==> src/rtl/seq_det_ctrl.sv <==
// Serial pattern detector with a configuration handshake and an IDLE/RUN/DONE run controller.
// Counts overlapping hits; a run ends on stop or when an optional hit limit is reached.
module seq_det_ctrl #(
  parameter int unsigned MAX_LEN = 8,
  parameter int unsigned CNT_W   = 8
) (
  input  logic               clk,
  input  logic               rst,
  input  logic               cfg_valid,
  output logic               cfg_ready,
  input  logic [MAX_LEN-1:0] cfg_pattern,
  input  logic [4:0]         cfg_len,
  input  logic [CNT_W-1:0]   cfg_max_hits,
  input  logic               start,
  input  logic               stop,
  input  logic               a,
  input  logic               a_valid,
  output logic               match,
  output logic [CNT_W-1:0]   hit_cnt,
  output logic               busy,
  output logic               done,
  output logic               err
);

  localparam int unsigned LEN_W = 5;

  typedef enum logic [1:0] {
    S_IDLE = 2'd0,
    S_RUN  = 2'd1,
    S_DONE = 2'd2
  } state_e;

  state_e             state_q;
  logic               cfg_ok_q;
  logic [MAX_LEN-1:0] pattern_q;
  logic [LEN_W-1:0]   len_q;
  logic [CNT_W-1:0]   max_hits_q;
  logic [MAX_LEN-1:0] window_q;
  logic [LEN_W-1:0]   fill_q;
  logic [CNT_W-1:0]   hit_cnt_q;
  logic               match_q;
  logic               busy_q;
  logic               done_q;
  logic               err_q;
  logic               cfg_ready_q;

  logic [MAX_LEN-1:0] window_d;
  logic [LEN_W-1:0]   fill_d;
  logic [MAX_LEN-1:0] mask_c;
  logic [CNT_W-1:0]   cnt_inc_c;
  logic               hit_c;
  logic               limit_c;
  logic               cfg_len_ok_c;

  // Window/fill after the current bit, and the hit it would produce.
  always_comb begin
    window_d     = {window_q[MAX_LEN-2:0], a};
    fill_d       = (fill_q < len_q) ? fill_q + LEN_W'(1) : len_q;
    mask_c       = '0;
    for (int i = 0; i < MAX_LEN; i++) begin
      mask_c[i] = (LEN_W'(i) < len_q);
    end
    hit_c        = (state_q == S_RUN) && a_valid &&
                   (((window_d ^ pattern_q) & mask_c) == '0) && (fill_d == len_q);
    cnt_inc_c    = (hit_cnt_q == '1) ? hit_cnt_q : hit_cnt_q + CNT_W'(1);
    limit_c      = hit_c && (max_hits_q != '0) && (cnt_inc_c == max_hits_q);
    cfg_len_ok_c = (cfg_len >= LEN_W'(2)) && (cfg_len <= LEN_W'(MAX_LEN));
  end

  always_ff @(posedge clk or posedge rst) begin
    if (rst) begin
      state_q     <= S_IDLE;
      cfg_ok_q    <= 1'b0;
      pattern_q   <= '0;
      len_q       <= '0;
      max_hits_q  <= '0;
      window_q    <= '0;
      fill_q      <= '0;
      hit_cnt_q   <= '0;
      match_q     <= 1'b0;
      busy_q      <= 1'b0;
      done_q      <= 1'b0;
      err_q       <= 1'b0;
      cfg_ready_q <= 1'b1;
    end else begin
      match_q <= 1'b0;
      done_q  <= 1'b0;
      case (state_q)
        S_IDLE: begin
          if (cfg_valid) begin
            if (cfg_len_ok_c) begin
              pattern_q  <= cfg_pattern;
              len_q      <= cfg_len;
              max_hits_q <= cfg_max_hits;
              cfg_ok_q   <= 1'b1;
            end else begin
              err_q <= 1'b1;
            end
          end
          if (start) begin
            if (cfg_ok_q) begin
              state_q     <= S_RUN;
              busy_q      <= 1'b1;
              cfg_ready_q <= 1'b0;
              hit_cnt_q   <= '0;
              window_q    <= '0;
              fill_q      <= '0;
            end else begin
              err_q <= 1'b1;
            end
          end
        end
        S_RUN: begin
          if (a_valid) begin
            window_q <= window_d;
            fill_q   <= fill_d;
          end
          if (hit_c) begin
            match_q   <= 1'b1;
            hit_cnt_q <= cnt_inc_c;
          end
          // A hit coinciding with stop is still counted before the run ends.
          if (stop || limit_c) begin
            state_q <= S_DONE;
            busy_q  <= 1'b0;
            done_q  <= 1'b1;
          end
        end
        S_DONE: begin
          state_q     <= S_IDLE;
          cfg_ready_q <= 1'b1;
        end
        default: begin
          state_q     <= S_IDLE;
          busy_q      <= 1'b0;
          cfg_ready_q <= 1'b1;
        end
      endcase
    end
  end

  assign cfg_ready = cfg_ready_q;
  assign match     = match_q;
  assign hit_cnt   = hit_cnt_q;
  assign busy      = busy_q;
  assign done      = done_q;
  assign err       = err_q;

endmodule

==> config.mk <==
export PLATFORM = sky130hd
export DESIGN_NAME = seq_det_ctrl
export DESIGN_NICKNAME = d
export VERILOG_FILES = /design/src/rtl/seq_det_ctrl.sv
export SDC_FILE = /design/constraint.sdc
export NUM_CORES = 1
export LEC_CHECK = 0
export BUFFER_PORTS_ARGS = -buffer_cell sky130_fd_sc_hd__buf_2
export CORE_MARGIN = 2
export CORE_UTILIZATION = 58
export DETAILED_ROUTE_END_ITERATION = 10
export GPL_TIMING_DRIVEN = 0
export PLACE_DENSITY = 0.8
export SLEW_MARGIN = 40
export SYNTH_ARGS = -nofsm -noshare
export SYNTH_HDL_FRONTEND = slang
export SYNTH_SLANG_ARGS = --single-unit
==> constraint.sdc <==
create_clock -name clk -period 4.6 [get_ports clk]
set_input_delay 0.23 -clock clk [delete_from_list [all_inputs] [get_ports clk]]
set_output_delay 0.23 -clock clk [all_outputs]
set_load 0.01 [all_outputs]
Yosys cells after proc, flatten, opt, wreduce, memory -nomap -nowiden
Index checks and enable logic that the tools add are counted.
Word-level totals
  input port bits: 28
  output and inout port bits: 13
  register bits after elaboration: 49
Operators by class
  equal/unequal tests: 10
  reduce and logical (&&, ||, !) cells: 17
  magnitude comparators: 11
  muxes and demuxes: 31
  add/sub/neg operators: 2
  bitwise operators: 4
Operators with widths (number)
  $mux 8: 4
  $lt 3x5->1 const A: 4
  $mux 5: 4
  $pmux 8 s2: 1
  $pmux 7 s2: 1
  $mux 1: 13
  $reduce_and 4->1: 3
  $lt 1x5->1 const A: 2
  $lt 2x5->1 const A: 2
  $pmux 5 s2: 1
  $reduce_and 3->1: 3
  $add 8x1->8 const B: 1
  $and 8x8->8: 1
  $eq 8x8->1: 1
  $eq 8x8->1 const B: 1
  $logic_not 8->1: 1
  $ne 2x2->1 const B: 4
  $reduce_bool 8->1: 1
  $xor 8x8->8: 1
  $mux 7: 1
  $logic_and 1x1->1: 6
  $mux 2: 3
  $add 5x1->5 const B: 1
  $eq 5x5->1: 1
  other kinds (13): 14

Longest topological paths before layout
  depth in word-level cells: 10
  gate-level depth with buffers: 9
  mapped depth without buffers: 9

Worst setup path before layout
Ideal clock, no wire load.
  path kind: reg2reg
  from: reg hit_cnt_q[1], in the netlist hit_cnt[1]
  to: reg busy_q, in the netlist busy
  setup time: 0.124 ns
  path buffers: 1
  stages on the path, launching flop included: 8
  path slack: 2.373 ns
  data arrival time: 2.103 ns
  cells stage by stage: dfrtp_1 ha_1 buf_2 nand3_1 or3_1 mux2i_1 o31a_1 a211o_1
Between the ends
  word-level cells in the longest chain between the ends: 7
  elaborated cells on any way between the ends: 8
RTL lines
  start: declaration: RTL line 40  | logic [CNT_W-1:0] hit_cnt_q;
  start signal: assignment: RTL line 120  | hit_cnt_q <= cnt_inc_c;
  $add 8x1->8 / $eq 8x8->1 (equally long branches): RTL line 65  | cnt_inc_c = (hit_cnt_q == '1) ? hit_cnt_q : hit_cnt_q + CNT_W'(1);
  $mux 8 *: RTL line 65
  $eq 8x8->1 *: RTL line 66  | limit_c = hit_c && (max_hits_q != '0) && (cnt_inc_c == max_hits_q);
  $logic_and 1x1->1 *: RTL line 66
  $logic_or 1x1->1 *: RTL line 123  | if (stop || limit_c) begin
  $ne 2x1->1 (no source line) *
  $reduce_and 4->1 (no source line) *
  end signal: assignment: RTL line 81  | busy_q <= 1'b0;
  end signal: assignment: RTL line 125  | busy_q <= 1'b0;
  end signal: assignment: RTL line 135  | busy_q <= 1'b0;
  end: declaration: RTL line 42  | logic busy_q;
Every way passes the cells marked *; elsewhere a longest branch is shown, timed or not.
A chain may end at the register's enable or synchronous reset.

Final worst setup path
  from: reg hit_cnt_q[0], in the netlist hit_cnt[0]
  to: reg busy_q, in the netlist busy
Same word-level chain as after synthesis.

==> results.py <==
metrics = {
    "outcome": {
        "status": "finished clean",
    },
    "cells_and_area": {
        "multi_input_area_sq_um": 1590,
        "num-fill-cells": 407,
        "drive_gt1_share_pct": 23.2,
        "regArea_sq_um": 1230,
        "areaGrowthSynthToFinish_pct": 14.7,
        "diodes": 0,
        "fin_nets": 403,
        "fin_cells": 437,
    },
    "routing": {
        "drtIter0Drc": 181,
        "routed_via_density": 6.05,
        "antenna_left": 0,
        "drc": 0,
        "wl_per_cell_um": 15.8,
        "dr.pass1.iters": 5,
        "drt-total-wl_um": 6920,
        "num_vias": 2645,
    },
    "yosys": {
        "synthCells": 320,
        "ys_warn_count": 0,
        "ys_seq_area_share_pct": 41.7,
        "syn-num-nets": 354,
        "synth_top_area_share_pct": 40.8,
        "avgSynthCellArea_sq_um": 9.20,
        "synth_commonest_cells": "dfrtp_1 (48), nand2_1 (33), nor2_1 (23), o21ai_0 (23), mux2_2 (17)",
        "synth_most_common_cell": "dfrtp_1",
        "ys_async_sr_fraction_pct": 100,
        "ys.flop_type": "dfrtp_1",
        "synth_edf_count": 0,
        "synth_top_area_cell": "dfrtp_1",
        "syn_area_sq_um": 2940,
        "synthTopCellsByArea": "dfrtp_1 (41%), mux2_2 (6.5%), nand2_1 (4.2%), o21ai_0 (3.9%), xor2_1 (3.9%)",
        "synth-seq-cells": 49,
        "synth_cell_types": 53,
    },
    "grt": {
        "grt_pass1_vias": 2480,
        "use_met1_pct": 36.4,
        "grt.busiest_layer": "met2",
        "grtUsageMet2_pct": 43.1,
        "antenna_found_initial": 0,
        "grt_pass1_wl_um": 11400,
        "grt_use_total_pct": 26.5,
        "met3_usage_pct": 4.69,
        "grt_overflow": 0,
        "grt_max_degree": 40,
    },
    "power": {
        "p_comb_share_pct": 44.9,
        "ir_drop_mv": 0.321,
        "clockPowerShare_pct": 16.3,
        "p_per_area_nw_per_um2": 571,
        "intPower_mw": 1.12,
        "p_sw_mw": 0.810,
        "seq_power_share_pct": 38.8,
        "cellLeakagePower_nw": 1.52,
        "netSwitchingFraction_pct": 42.0,
    },
    "floorplanning": {
        "die_area_sq_um": 5660,
        "io_pins": 41,
        "fp-row-count": 25,
        "die_h_um": 75.2,
        "core-area_sq_um": 4820,
        "die_x_um": 75.2,
        "start_util_pct": 61.1,
    },
    "placed_design": {
        "port_buffers": 40,
        "post-place-cells": 428,
        "gp_congestion": 0.943,
        "hpwl_um": 5000,
    },
    "timing": {
        "finalSetupTns_ns": 0,
        "drv_slew": 0,
        "fin_crit_ns": 2.53,
        "hold_viol": 0,
        "rsz0062_at_grt": "no",
        "setup_viol": 0,
        "fin_crit_sh_pct": 55.0,
        "worst_slew_pin_slew_ns": 0.557,
        "slew_headroom_pct": 62.7,
        "fmax_ghz": 0.395,
        "skew_ns": 0.0176,
    },
    "critical_path": {
        "r2r_start": "hit_cnt[0]",
        "reg2reg_slack_ns": 2.07,
        "worstSetupEndpointType": "register",
        "crit_fanout": 10,
        "crit_required_ns": 4.79,
        "worstReg2RegEnd": "busy",
        "r2r.worst_path.cells": 8,
        "worstSetupPathType": "reg2reg",
        "max_stage_delay_ns": 0.53,
        "arrival_ns": 2.73,
        "slowest_stage": "dfrtp_1",
        "crit_chain": "ha_1 > buf_2 > and3_1 > nand2_1 > o311ai_0 > o21ai_0 > o31a_1 > a211o_1",
        "crit_path_start_kind": "register",
    },
    "cts": {
        "htree_levels": 2,
        "postCtsHoldBufs": 1,
        "cts_setup_buffers": 0,
        "cts_root_buffer": "clkbuf_8",
        "cts.sinks": 49,
        "clk_latency_ns": 0.31,
        "cts_tree": "done",
        "clk_pin_slew_ns": 0.10,
        "cts_resized": 0,
        "cts_inserted_buffers": 5,
        "cts_buffer_depth": 2,
    },
    "hold_path": {
        "hp-class": "in2reg",
        "hp-start": "cfg_len[1]",
        "min_path_cells": 3,
        "holdPathEnd": "len_q[1]",
    },
    "flow_run": {
        "drv_cap": 0,
    },
}
layout by cell type (no fill, tap or decap), types with 3 or more instances in the layout:
cell type	Yosys	layout
o21ai_0	23	23
clkbuf_1	8	9
nand2b_1	6	6
xor2_1	13	13
a221oi_1	6	6
ha_1	6	6
inv_1	14	13
a31oi_1	5	5
a22o_1	3	3
nor3_1	9	8
mux2_2	17	17
dfrtp_1	48	48
nand4_1	5	5
buf_2	7	47
o31ai_1	3	3
nand3_1	10	10
or3_1	3	3
nand2_1	33	33
xnor2_1	7	7
o22ai_1	3	3
a21o_1	6	6
and3_1	3	3
clkbuf_8	0	5
nor2_1	23	23
a21oi_1	15	15
nor4_1	4	4
or2_2	3	3
nor2b_1	5	5
layer usage:
layer	routed length (um)	up-vias
met1	3080	1281
li1	-	1252
met5	0	-
met4	88	0
met3	420	9
met2	3330	103
state kept, by name (all words and copies together), names as in the netlist, 2 cells and up:
signal	flops
max_hits_q	8
hit_cnt	8
pattern_q	8
fill_q	5
window_q	7
state_q	2
len_q	5
final cells by class:
type | count | share of cell area (%)
Buffer | 17 | 2.30
Clock buffer | 6 | 2.15
Clock inverter | 2 | 1.15
Inverter | 14 | 1.63
Multi-Input combinational cell | 240 | 47.1
Sequential cell | 49 | 36.4
Tap cell | 67 | 2.48
Timing Repair Buffer | 42 | 6.82
worst max path at each step:
stage	start	to	cells past startpoint
floorplan	hit_cnt[1]	busy	7
global placement	hit_cnt[1]	busy	8
detailed placement	hit_cnt[1]	busy	8
CTS	hit_cnt[0]	busy	8
global route	hit_cnt[1]	busy	8
finish	hit_cnt[0]	busy	8
power by group through the flow:
stage | Sequential, mW | Clock, mW | Combinational [mW]
2_1_floorplan | 0.701 | 0 | 0.668
3_3_place_gp | 0.741 | 0 | 0.816
3_5_place_dp | 0.749 | 0 | 0.856
4_1_cts | 0.742 | 0.316 | 0.864
5_1_grt | 0.768 | 0.331 | 0.971
6_report | 0.747 | 0.314 | 0.866
worst max-delay path, delay by kind of cell (launching register included):
| kind | cells | cell delay, ns |
|---|---|---|
| simple gates | 2 | 0.34 |
| compound gates | 4 | 1.18 |
| flops | 1 | 0.53 |
| fa+ha+maj | 1 | 0.19 |
| buf+inv | 1 | 0.18 |
per-stage QoR:
stage                     hold slack [ns]  instance area, sq um  power (mW)  setup slack (ns)  util [%]
after global placement              0.434                  3230        1.56              2.16      67.0
after floorplan                     0.347                  2940        1.37              2.37         -
final                               0.141                  3380        1.93              2.07      70.1
after detailed placement            0.141                  3250        1.60              2.15      67.5
after global routing                0.149                  3380        2.07              1.85      70.1
after CTS                           0.138                  3370        1.92              2.05      70.0
cells by family after synthesis:
family / Yosys count / share of synthesized area (%)
adders and majority gates: 6 / 2.55
and+or+nand+nor: 113 / 19.4
buffers and inverters: 31 / 4.42
muxes: 19 / 7.19
DFF: 49 / 41.7
xor gates and xnor gates: 20 / 5.95
AOI/OAI and AO/OA: 82 / 18.8
No activity file was read; power rests on OpenSTA's default activity.
